**src/rtl/db_pkg.sv**
```systemverilog
// Shared deblocking constants: top-row word counts and colour component encodings.
package db_pkg;

  localparam int DB_TOP_Y_WORDS = 16;
  localparam int DB_TOP_C_WORDS = 8;
  localparam int DB_TOP_WORDS   = 32;

  localparam logic [1:0] DB_COMP_Y  = 2'd0;
  localparam logic [1:0] DB_COMP_CB = 2'd1;
  localparam logic [1:0] DB_COMP_CR = 2'd2;

  typedef enum logic [1:0] {
    FETCH_IDLE  = 2'd0,
    FETCH_RUN   = 2'd1,
    FETCH_DRAIN = 2'd2
  } fetch_state_e;

  // Colour component of a top-row word: luma words first, then Cb, then Cr.
  function automatic logic [1:0] db_comp_of_idx(input logic [4:0] idx,
                                                input int       y_words,
                                                input int       c_words);
    logic [1:0] comp;
    if (int'(idx) < y_words) begin
      comp = DB_COMP_Y;
    end else if (int'(idx) < (y_words + c_words)) begin
      comp = DB_COMP_CB;
    end else begin
      comp = DB_COMP_CR;
    end
    return comp;
  endfunction

endpackage

```
**src/rtl/db_skid_fifo2.sv**
```systemverilog
// 2-entry registered FIFO; the head entry is presented combinationally on head_o.
module db_skid_fifo2 #(
  parameter int WIDTH = 128
) (
  input  logic             clk,
  input  logic             rst,
  input  logic             push_i,
  input  logic [WIDTH-1:0] push_data_i,
  input  logic             pop_i,
  output logic [WIDTH-1:0] head_o,
  output logic             full_o,
  output logic             empty_o,
  output logic [1:0]       count_o
);

  logic [WIDTH-1:0] mem_q [2];
  logic [WIDTH-1:0] mem_d [2];
  logic             wr_ptr_q, wr_ptr_d;
  logic             rd_ptr_q, rd_ptr_d;
  logic [1:0]       cnt_q, cnt_d;
  logic             push_s, pop_s;

  assign full_o  = (cnt_q == 2'd2);
  assign empty_o = (cnt_q == 2'd0);
  assign count_o = cnt_q;
  assign head_o  = mem_q[rd_ptr_q];

  // A push into a full FIFO is only taken when the head leaves on the same edge.
  assign push_s = push_i && (!full_o || pop_i);
  assign pop_s  = pop_i && !empty_o;

  // Next-state for storage, pointers and occupancy.
  always_comb begin
    mem_d[0] = mem_q[0];
    mem_d[1] = mem_q[1];
    if (push_s) begin
      mem_d[wr_ptr_q] = push_data_i;
      wr_ptr_d        = ~wr_ptr_q;
    end else begin
      wr_ptr_d = wr_ptr_q;
    end
    if (pop_s) begin
      rd_ptr_d = ~rd_ptr_q;
    end else begin
      rd_ptr_d = rd_ptr_q;
    end
    case ({push_s, pop_s})
      2'b10:   cnt_d = cnt_q + 2'd1;
      2'b01:   cnt_d = cnt_q - 2'd1;
      default: cnt_d = cnt_q;
    endcase
  end

  // Storage and pointer registers.
  always_ff @(posedge clk) begin
    if (rst) begin
      mem_q[0] <= '0;
      mem_q[1] <= '0;
      wr_ptr_q <= 1'b0;
      rd_ptr_q <= 1'b0;
      cnt_q    <= 2'd0;
    end else begin
      mem_q[0] <= mem_d[0];
      mem_q[1] <= mem_d[1];
      wr_ptr_q <= wr_ptr_d;
      rd_ptr_q <= rd_ptr_d;
      cnt_q    <= cnt_d;
    end
  end

  db_skid_fifo2_chk u_chk (
    .clk    (clk),
    .rst    (rst),
    .push_i (push_i),
    .full_i (full_o)
  );

endmodule

```
**src/rtl/db_skid_fifo2_chk.sv**
```systemverilog
// Checker for the 2-entry skid FIFO: a push must never arrive while it is full.
module db_skid_fifo2_chk (
  input logic clk,
  input logic rst,
  input logic push_i,
  input logic full_i
);

  // Overflow would silently overwrite the oldest unread word.
  a_no_push_when_full: assert property (@(posedge clk) disable iff (rst) !(push_i && full_i))
    else $error("db_skid_fifo2: push while full");

endmodule

```
**src/rtl/db_top_fetch.sv**
```systemverilog
// Top-neighbour read sequencer: streams Y, Cb, Cr top-row words from the RAM
// to the filter core, hiding the RAM read latency with a 2-entry skid FIFO.
module db_top_fetch
  import db_pkg::*;
#(
  parameter int DATA_WIDTH = 128,
  parameter int ADDR_WIDTH = 5,
  parameter int Y_WORDS    = DB_TOP_Y_WORDS,
  parameter int C_WORDS    = DB_TOP_C_WORDS
) (
  input  logic                  clk,
  input  logic                  rst,
  input  logic                  start_i,
  input  logic                  top_avail_i,
  output logic                  ram_cen_o,
  output logic                  ram_ren_o,
  output logic                  ram_wen_o,
  output logic [ADDR_WIDTH-1:0] ram_addr_o,
  input  logic [DATA_WIDTH-1:0] ram_data_i,
  output logic                  pix_valid_o,
  input  logic                  pix_ready_i,
  output logic [DATA_WIDTH-1:0] pix_data_o,
  output logic [4:0]            pix_idx_o,
  output logic [1:0]            pix_comp_o,
  output logic                  pix_last_o,
  output logic                  busy_o,
  output logic                  done_o
);

  localparam int                    TOTAL     = Y_WORDS + 2 * C_WORDS;
  localparam logic [ADDR_WIDTH:0]   TOTAL_PTR = (ADDR_WIDTH + 1)'(TOTAL);
  localparam logic [ADDR_WIDTH:0]   LAST_PTR  = (ADDR_WIDTH + 1)'(TOTAL - 1);
  localparam logic [ADDR_WIDTH:0]   PTR_ONE   = (ADDR_WIDTH + 1)'(1);
  localparam logic [4:0]            LAST_IDX  = 5'(TOTAL - 1);

  fetch_state_e          state_q, state_d;
  logic [ADDR_WIDTH:0]   rd_ptr_q, rd_ptr_d;
  logic                  inflight_q, inflight_d;
  logic [4:0]            out_idx_q, out_idx_d;
  logic                  busy_q, busy_d;
  logic                  done_q, done_d;

  logic                  fifo_empty_s;
  logic                  fifo_full_unused;
  logic [1:0]            fifo_cnt_s;
  logic                  pop_s;
  logic                  issue_s;
  logic [2:0]            credit_s;
  logic                  pix_last_s;

  // Words held or in flight after this edge's pop; reads stop once two are outstanding.
  assign pop_s    = pix_valid_o && pix_ready_i;
  assign credit_s = {1'b0, fifo_cnt_s} + {2'b00, inflight_q} - {2'b00, pop_s};
  assign issue_s  = (state_q == FETCH_RUN) && (rd_ptr_q < TOTAL_PTR) && (credit_s < 3'd2);

  assign ram_cen_o  = ~issue_s;
  assign ram_ren_o  = ~busy_q;
  assign ram_wen_o  = 1'b1;
  assign ram_addr_o = rd_ptr_q[ADDR_WIDTH-1:0];

  assign pix_valid_o = ~fifo_empty_s;
  assign pix_idx_o   = out_idx_q;
  assign pix_comp_o  = db_comp_of_idx(out_idx_q, Y_WORDS, C_WORDS);
  assign pix_last_s  = (out_idx_q == LAST_IDX);
  assign pix_last_o  = pix_last_s;
  assign busy_o      = busy_q;
  assign done_o      = done_q;

  // Sequencer next-state: start handling, read issue and end-of-stream detection.
  always_comb begin
    state_d    = state_q;
    rd_ptr_d   = rd_ptr_q;
    inflight_d = 1'b0;
    busy_d     = busy_q;
    done_d     = 1'b0;
    if (pop_s) begin
      out_idx_d = out_idx_q + 5'd1;
    end else begin
      out_idx_d = out_idx_q;
    end
    case (state_q)
      FETCH_IDLE: begin
        if (start_i) begin
          if (top_avail_i) begin
            state_d   = FETCH_RUN;
            busy_d    = 1'b1;
            rd_ptr_d  = '0;
            out_idx_d = 5'd0;
          end else begin
            done_d = 1'b1;
          end
        end else begin
          state_d = FETCH_IDLE;
        end
      end
      FETCH_RUN: begin
        if (issue_s) begin
          rd_ptr_d   = rd_ptr_q + PTR_ONE;
          inflight_d = 1'b1;
          if (rd_ptr_q == LAST_PTR) begin
            state_d = FETCH_DRAIN;
          end else begin
            state_d = FETCH_RUN;
          end
        end else begin
          inflight_d = 1'b0;
        end
      end
      FETCH_DRAIN: begin
        if (pop_s && pix_last_s) begin
          state_d = FETCH_IDLE;
          busy_d  = 1'b0;
          done_d  = 1'b1;
        end else begin
          state_d = FETCH_DRAIN;
        end
      end
      default: begin
        state_d = FETCH_IDLE;
        busy_d  = 1'b0;
      end
    endcase
  end

  // Sequencer state, counters and registered status outputs.
  always_ff @(posedge clk) begin
    if (rst) begin
      state_q    <= FETCH_IDLE;
      rd_ptr_q   <= '0;
      inflight_q <= 1'b0;
      out_idx_q  <= 5'd0;
      busy_q     <= 1'b0;
      done_q     <= 1'b0;
    end else begin
      state_q    <= state_d;
      rd_ptr_q   <= rd_ptr_d;
      inflight_q <= inflight_d;
      out_idx_q  <= out_idx_d;
      busy_q     <= busy_d;
      done_q     <= done_d;
    end
  end

  // A read issued last edge returns its word now; capture it.
  db_skid_fifo2 #(
    .WIDTH (DATA_WIDTH)
  ) u_fifo (
    .clk         (clk),
    .rst         (rst),
    .push_i      (inflight_q),
    .push_data_i (ram_data_i),
    .pop_i       (pop_s),
    .head_o      (pix_data_o),
    .full_o      (fifo_full_unused),
    .empty_o     (fifo_empty_s),
    .count_o     (fifo_cnt_s)
  );

endmodule

```
**config.mk**
```make
export PLATFORM = sky130hd
export DESIGN_NAME = db_top_fetch
export DESIGN_NICKNAME = d
export VERILOG_FILES = /design/src/rtl/db_pkg.sv /design/src/rtl/db_skid_fifo2.sv /design/src/rtl/db_skid_fifo2_chk.sv /design/src/rtl/db_top_fetch.sv
export SDC_FILE = /design/constraint.sdc
export NUM_CORES = 1
export LEC_CHECK = 0
export CORE_AREA = 2 2 197 199
export DETAILED_ROUTE_END_ITERATION = 12
export DIE_AREA = 0 0 199 201
export DONT_BUFFER_PORTS = 1
export PLACE_DENSITY = 0.57
export SLEW_MARGIN = 20
export SYNTH_ARGS = -nofsm -noshare
export SYNTH_HDL_FRONTEND = slang
export SYNTH_SLANG_ARGS = --single-unit
export TNS_END_PERCENT = 10
```
**constraint.sdc**
```tcl
create_clock -name clk -period 3.11 [get_ports clk]
set_input_delay 0.622 -clock clk [delete_from_list [all_inputs] [get_ports clk]]
set_output_delay 0.622 -clock clk [all_outputs]
set_load 0.005 [all_outputs]
```
==> run summary, run 1 <==
Number of enable flip-flop cells after synthesis = 0
Clk_lat worst skew = 560 ps
Largest net degree at the start of global routing = 399
Pre-CTS worst setup slack = 33.2 ps
Worst path slowest cell = fa_2
# rows = 72
Overall power = 8950 uW
Die width = 199 um
Clock transition at the registers of the reported paths = 60 ps
Post-synth ARST share = 0%
Reg area = 5550 um2
Status = complete, no violations
Peak supply drop = 0.000388 V
Htree depth = 1
GPL Wtd Cong = 0.736
Endpoints failing setup = 0
Vias in the first global route = 9256
Most frequent cells in the layout = dfxtp_1, nand2b_1, o21ai_0
Core ar. = 38100 um2
Slowest stage delay, CP = 520 ps
CTS Root Cell = clkbuf_16
Slew headroom = 62.1%
Starting density of the core = 34.4%
Share of cells above drive strength 1 = 16.1%
Total wire length = 32500 um
Min cycle time layout = 3040 ps
Drc violations = 0
Synthesized cell area = 13100 um2
Crit path buffers/inverters = 1
Critical setup path kind = reg -> out
Seq/Total Area, Yosys = 42.3%
DP Cell Count = 1809
Initial antenna violation count = 0
Post-DP Area = 13600 um2
Die height = 201 um
Critical path launch point type = flip-flop
CP endpoint kind = output pin
TritonCTS sink count = 277
Cell family contributing the most delay on the critical path = adder cells
DR vias/cell = 4.94
Total congestion overflow = 0
Total of max-cap violations = 0
Syn_area_per_cell = 9.41 um2
Final ANT Viol Nets = 0
First-pass GRT wire length = 51000 um
Max layer used = met4
Mapped Cells = 1392
Yosys reg bits = 277
Multi-input gate area = 7050 um2
Setup ws final = 66.0 ps
RSZ-0062 raised after global routing = yes
Synthesis-to-finish area growth = 12.0%
CTS tree = built
Worst Skew = 4.93 ps
Met3 Wirelength = 2830 um
Net Count, Synth = 1531
Max Root-Sink Buffers = 3
Critical Path RT = 2490 ps
IO Pins = 280
CP Cell Sequence = o21ai_2 > inv_1 > ha_1 > nand2b_4 > fa_2 > nand4bb_1 > or2_4
PortBufs = 0
Hold Vio Cnt, Final = 0
M1 WL = 14300 um
Via count = 9232
Starting DRT DRC Count = 394
Global Route Usage Sum = 15.6%
Design area = 14700 um2
Warnings from Yosys = 0
Final #Nets = 1468
Total CTS buffers = 31
WL/cell = 17.4 um
Period Utilization, post-route = 97.9%
Die ar. = 40000 um2
Worst Tran Pin Value = 569 ps
Yosys cell types = 40
First-pass DRT Iterations = 4
DR WL met2 = 14700 um
DP HPWL = 20100 um
Fin cells = 1867
Pwr/cell area = 610 nW/um2
ANT cells = 0
Final slew viol count = 0
Most common cell after layout, fill and taps aside = dfxtp_1
Hold buffer count at CTS = 0
Synth Flop Type = dfxtp_1
Leak pwr = 0.00551 uW
Crit path max fanout = 4
Hold WC Path Type = in -> reg
Worst EP arrival = 2420 ps
Worst hold slack = 235 ps
Fillers = 3824
Fmax = 329 MHz
[cell type report]
| type | count | area share [%] |
|---|---|---|
| sequential | 277 | 37.8 |
| inverter | 7 | 0.179 |
| timing repair buffer | 30 | 2.56 |
| clock buffer | 49 | 6.50 |
| multi-input combinational | 982 | 48.0 |
| tap | 518 | 4.42 |
| clock inverter | 4 | 0.494 |
[logic make-up (layout without fill, tap and decap cells)]
family,after synthesis,count (layout),synth area share [%]
buf+inv,133,90,4.43
simple gates,431,431,20.4
xor+xnor,6,6,0.401
mux,256,256,20.8
other cells,1,1,0.0286
fa+ha+maj,6,6,0.630
compound gates,282,282,11.0
flops,277,277,42.3
[state kept, by name, indices dropped and copies added (netlist names), 2 cells and up, named ones only]
| register | flops |
|---|---|
| pix_idx_o | 5 |
| u_fifo.count_o | 2 |
| state_q | 2 |
| rd_ptr_q | 6 |
| u_fifo.mem_q | 256 |
[layer usage]
layer  up-vias  global-route usage, %
li1       4561                      -
met1      4404                   19.4
met2       218                   25.2
met3        49                   6.33
met4         0                   3.57
met5         -                      0
[worst paths after layout]
kind / start / slack, ps / to / cells past startpoint
max: u_fifo.count_o[0] / 70 / ram_cen_o / 7
min: ram_data_i[108] / 230 / u_fifo.mem_q[0][108] / 2
min reg2reg: rd_ptr_q[5] / 460 / rd_ptr_q[5] / 2
max reg2reg: u_fifo.count_o[0] / 460 / rd_ptr_q[5] / 10
[where the power goes]
part / internal, uW / switching [uW] / total, uW
Clock: 2240 / 1450 / 3690
Combinational: 659 / 713 / 1370
Sequential: 3730 / 155 / 3890
Total: 6630 / 2320 / 8950
[repair_timing]
action,in CTS,in global routing
setup endpoints to repair,1,1
setup buffers,3,2
gates resized for setup,7,1
pin swaps,1,2
[synth_stat cells, types with 2 or more instances]
cell | count | share of area [%]
ha_1 | 5 | 0.48
o31ai_1 | 3 | 0.17
buf_4 | 6 | 0.34
nand2b_1 | 261 | 12
dfxtp_1 | 277 | 42
buf_2 | 11 | 0.42
a21oi_1 | 12 | 0.46
or2_2 | 2 | 0.095
nor3b_1 | 3 | 0.17
buf_6 | 6 | 0.52
xnor2_1 | 3 | 0.20
nand2_1 | 7 | 0.20
and3_1 | 2 | 0.095
nand3_1 | 4 | 0.15
o21ai_1 | 51 | 1.9
or3_1 | 4 | 0.19
clkbuf_1 | 101 | 2.9
buf_1 | 2 | 0.057
o211ai_1 | 3 | 0.17
xor2_1 | 3 | 0.20
mux2i_1 | 128 | 9.8
o21ai_0 | 209 | 8.0
inv_1 | 6 | 0.17
nor4_1 | 2 | 0.095
nor2b_1 | 129 | 6.2
or4_1 | 4 | 0.23
nor2_1 | 7 | 0.20
mux2_2 | 128 | 11
nand4bb_1 | 2 | 0.17
[through the flow]
| step | util (%) | setup TNS [ps] |
|---|---|---|
| after detailed placement | 35.6 | 0 |
| final | 38.5 | 0 |
| after floorplan | - | 0 |
| after CTS | 38.5 | 0 |
| after global routing | 38.5 | -67.4 |
| after global placement | 35.6 | 0 |
Note: power is estimated with default switching activity, not from simulation.
==> run 2, diff against run 1 <==
CORE_AREA = 2 2 162 243   (was 2 2 197 199)
DIE_AREA = 0 0 164 245   (was 0 0 199 201)
PLACE_DENSITY = not set   (was 0.57)
SYNTH_HIERARCHICAL = 1   (was not set)
==> run summary, run 2 <==
CTS tree = built
Biggest register = u_fifo/mem_q
PortBufs = 0
Endpoints failing setup = 0
Via count = 9117
Global Route Usage Sum = 15.1%
Largest register FFs = 256
Total congestion overflow = 0
Hold Vio Cnt, Final = 0
First-pass GRT wire length = 49600 um
Worst EP arrival = 2370 ps
Reg area = 5550 um2
Starting DRT DRC Count = 468
Share of cells above drive strength 1 = 16.1%
DP HPWL = 19100 um
Min cycle time layout = 2990 ps
Max Root-Sink Buffers = 3
Fmax = 335 MHz
Total of max-cap violations = 0
Critical setup path kind = reg -> out
Total wire length = 31800 um
Leak pwr = 0.00591 uW
Most common cell after layout, fill and taps aside = dfxtp_1
Htree depth = 1
Period Utilization, post-route = 96.1%
Warnings from Yosys = 6
Synthesis-to-finish area growth = 10.1%
Most frequent cells in the layout = dfxtp_1, nand2b_1, o21ai_0
Drc violations = 0
Hold buffer count at CTS = 0
Setup ws final = 121 ps
Clk_lat worst skew = 550 ps
Syn_area_per_cell = 9.50 um2
Total CTS buffers = 28
Worst Skew = 7.80 ps
Hold WC Path Type = in -> reg
Initial antenna violation count = 2
DP Cell Count = 1774
Crit path buffers/inverters = 1
Largest net degree at the start of global routing = 398
WL/cell = 17.4 um
CTS Root Cell = clkbuf_16
RSZ-0062 raised after global routing = no
Final #Nets = 1451
Most frequent CP cell = nor2b_4
Core ar. = 38200 um2
Die width = 164 um
Synthesized cell area = 13200 um2
Worst Tran Pin Value = 642 ps
CP Cell Sequence = nor2_4 > nor2b_4 > nor2b_4 > o21ai_1 > fa_1 > and4bb_1 > and2_4 > inv_6
Cell family contributing the most delay on the critical path = simple AND/OR/NAND/NOR gates
Peak supply drop = 0.000426 V
Pwr/cell area = 522 nW/um2
Final ANT Viol Nets = 0
Final slew viol count = 0
GPL Wtd Cong = 0.755
IO Pins = 280
Die height = 245 um
Fin cells = 1828
Die ar. = 40200 um2
DR vias/cell = 4.99
Slowest stage delay, CP = 520 ps
Mapped Cells = 1386
TritonCTS sink count = 277
First-pass DRT Iterations = 4
Pre-CTS worst setup slack = 177 ps
# rows = 88
Worst path slowest cell = fa_1
Vias in the first global route = 9275
Final TNS setup = 0 ps
ANT cells = 0
Fillers = 3752
Multi-input gate area = 7060 um2
Worst hold slack = 141 ps
Crit path max fanout = 7
Critical Path RT = 2490 ps
Critical path launch point type = flip-flop
Slew headroom = 57.2%
Net Count, Synth = 1524
Starting density of the core = 34.5%
Clock transition at the registers of the reported paths = 60 ps
Status = complete, no violations
CP endpoint kind = output pin
## run 2: what timing repair did
item / 4_1_cts / 5_1_grt
setup buffers: 1 / 4
pin swaps: 0 / 3
endpoints found under the setup margin: 1 / 1
gates resized for setup: 7 / 4
## run 2: routing by layer
metal / global-route usage (%) / share of wire, % / vias to the layer above
met5: 0 / 0.085 / -
li1: - / - / 4514
met4: 4.95 / 2.8 / 4
met1: 17.7 / 41 / 4295
met3: 4.43 / 7.5 / 54
met2: 26.3 / 48 / 250
## run 2: worst paths after layout
path                   startpoint                   end  slack (ps)  depth (start not counted)
min                           rst           rd_ptr_q[0]         140                          1
max reg2reg     u_fifo/count_o[0]            state_q[0]         550                         10
min reg2reg  u_fifo/mem_q[1][119]  u_fifo/mem_q[1][119]         470                          2
max             u_fifo/count_o[0]             ram_cen_o         120                          8
## run 2: layout make-up
cell class / count / area share (%)
Tap cell: 495 / 4.27
Inverter: 5 / 0.164
Sequential cell: 277 / 38.3
Clock buffer: 46 / 6.56
Multi-Input combinational cell: 981 / 48.7
Clock inverter: 4 / 0.155
Timing Repair Buffer: 20 / 1.90
## run 2: power breakdown
group          total, uW  internal (uW)  switching (uW)
Combinational        423            206             217
Sequential          3660           3620            38.9
Clock               3490           2070            1420
Total               7570           5900            1670
## run 2: metrics by stage
stage	total power, uW	utilization, %	area (um2)
finish	7570	38.0	14500
global route	7890	38.0	14500
CTS	7710	37.9	14500
detailed placement	4160	35.3	13500
global placement	4150	35.3	13500
floorplan	4110	-	13200
==> run 3, diff against run 2 <==
ABC_CLOCK_PERIOD_IN_PS = 3110   (was not set)
==> results of run 3 <==
No change in the layout: final DEF, timing and power equal those of run 2.
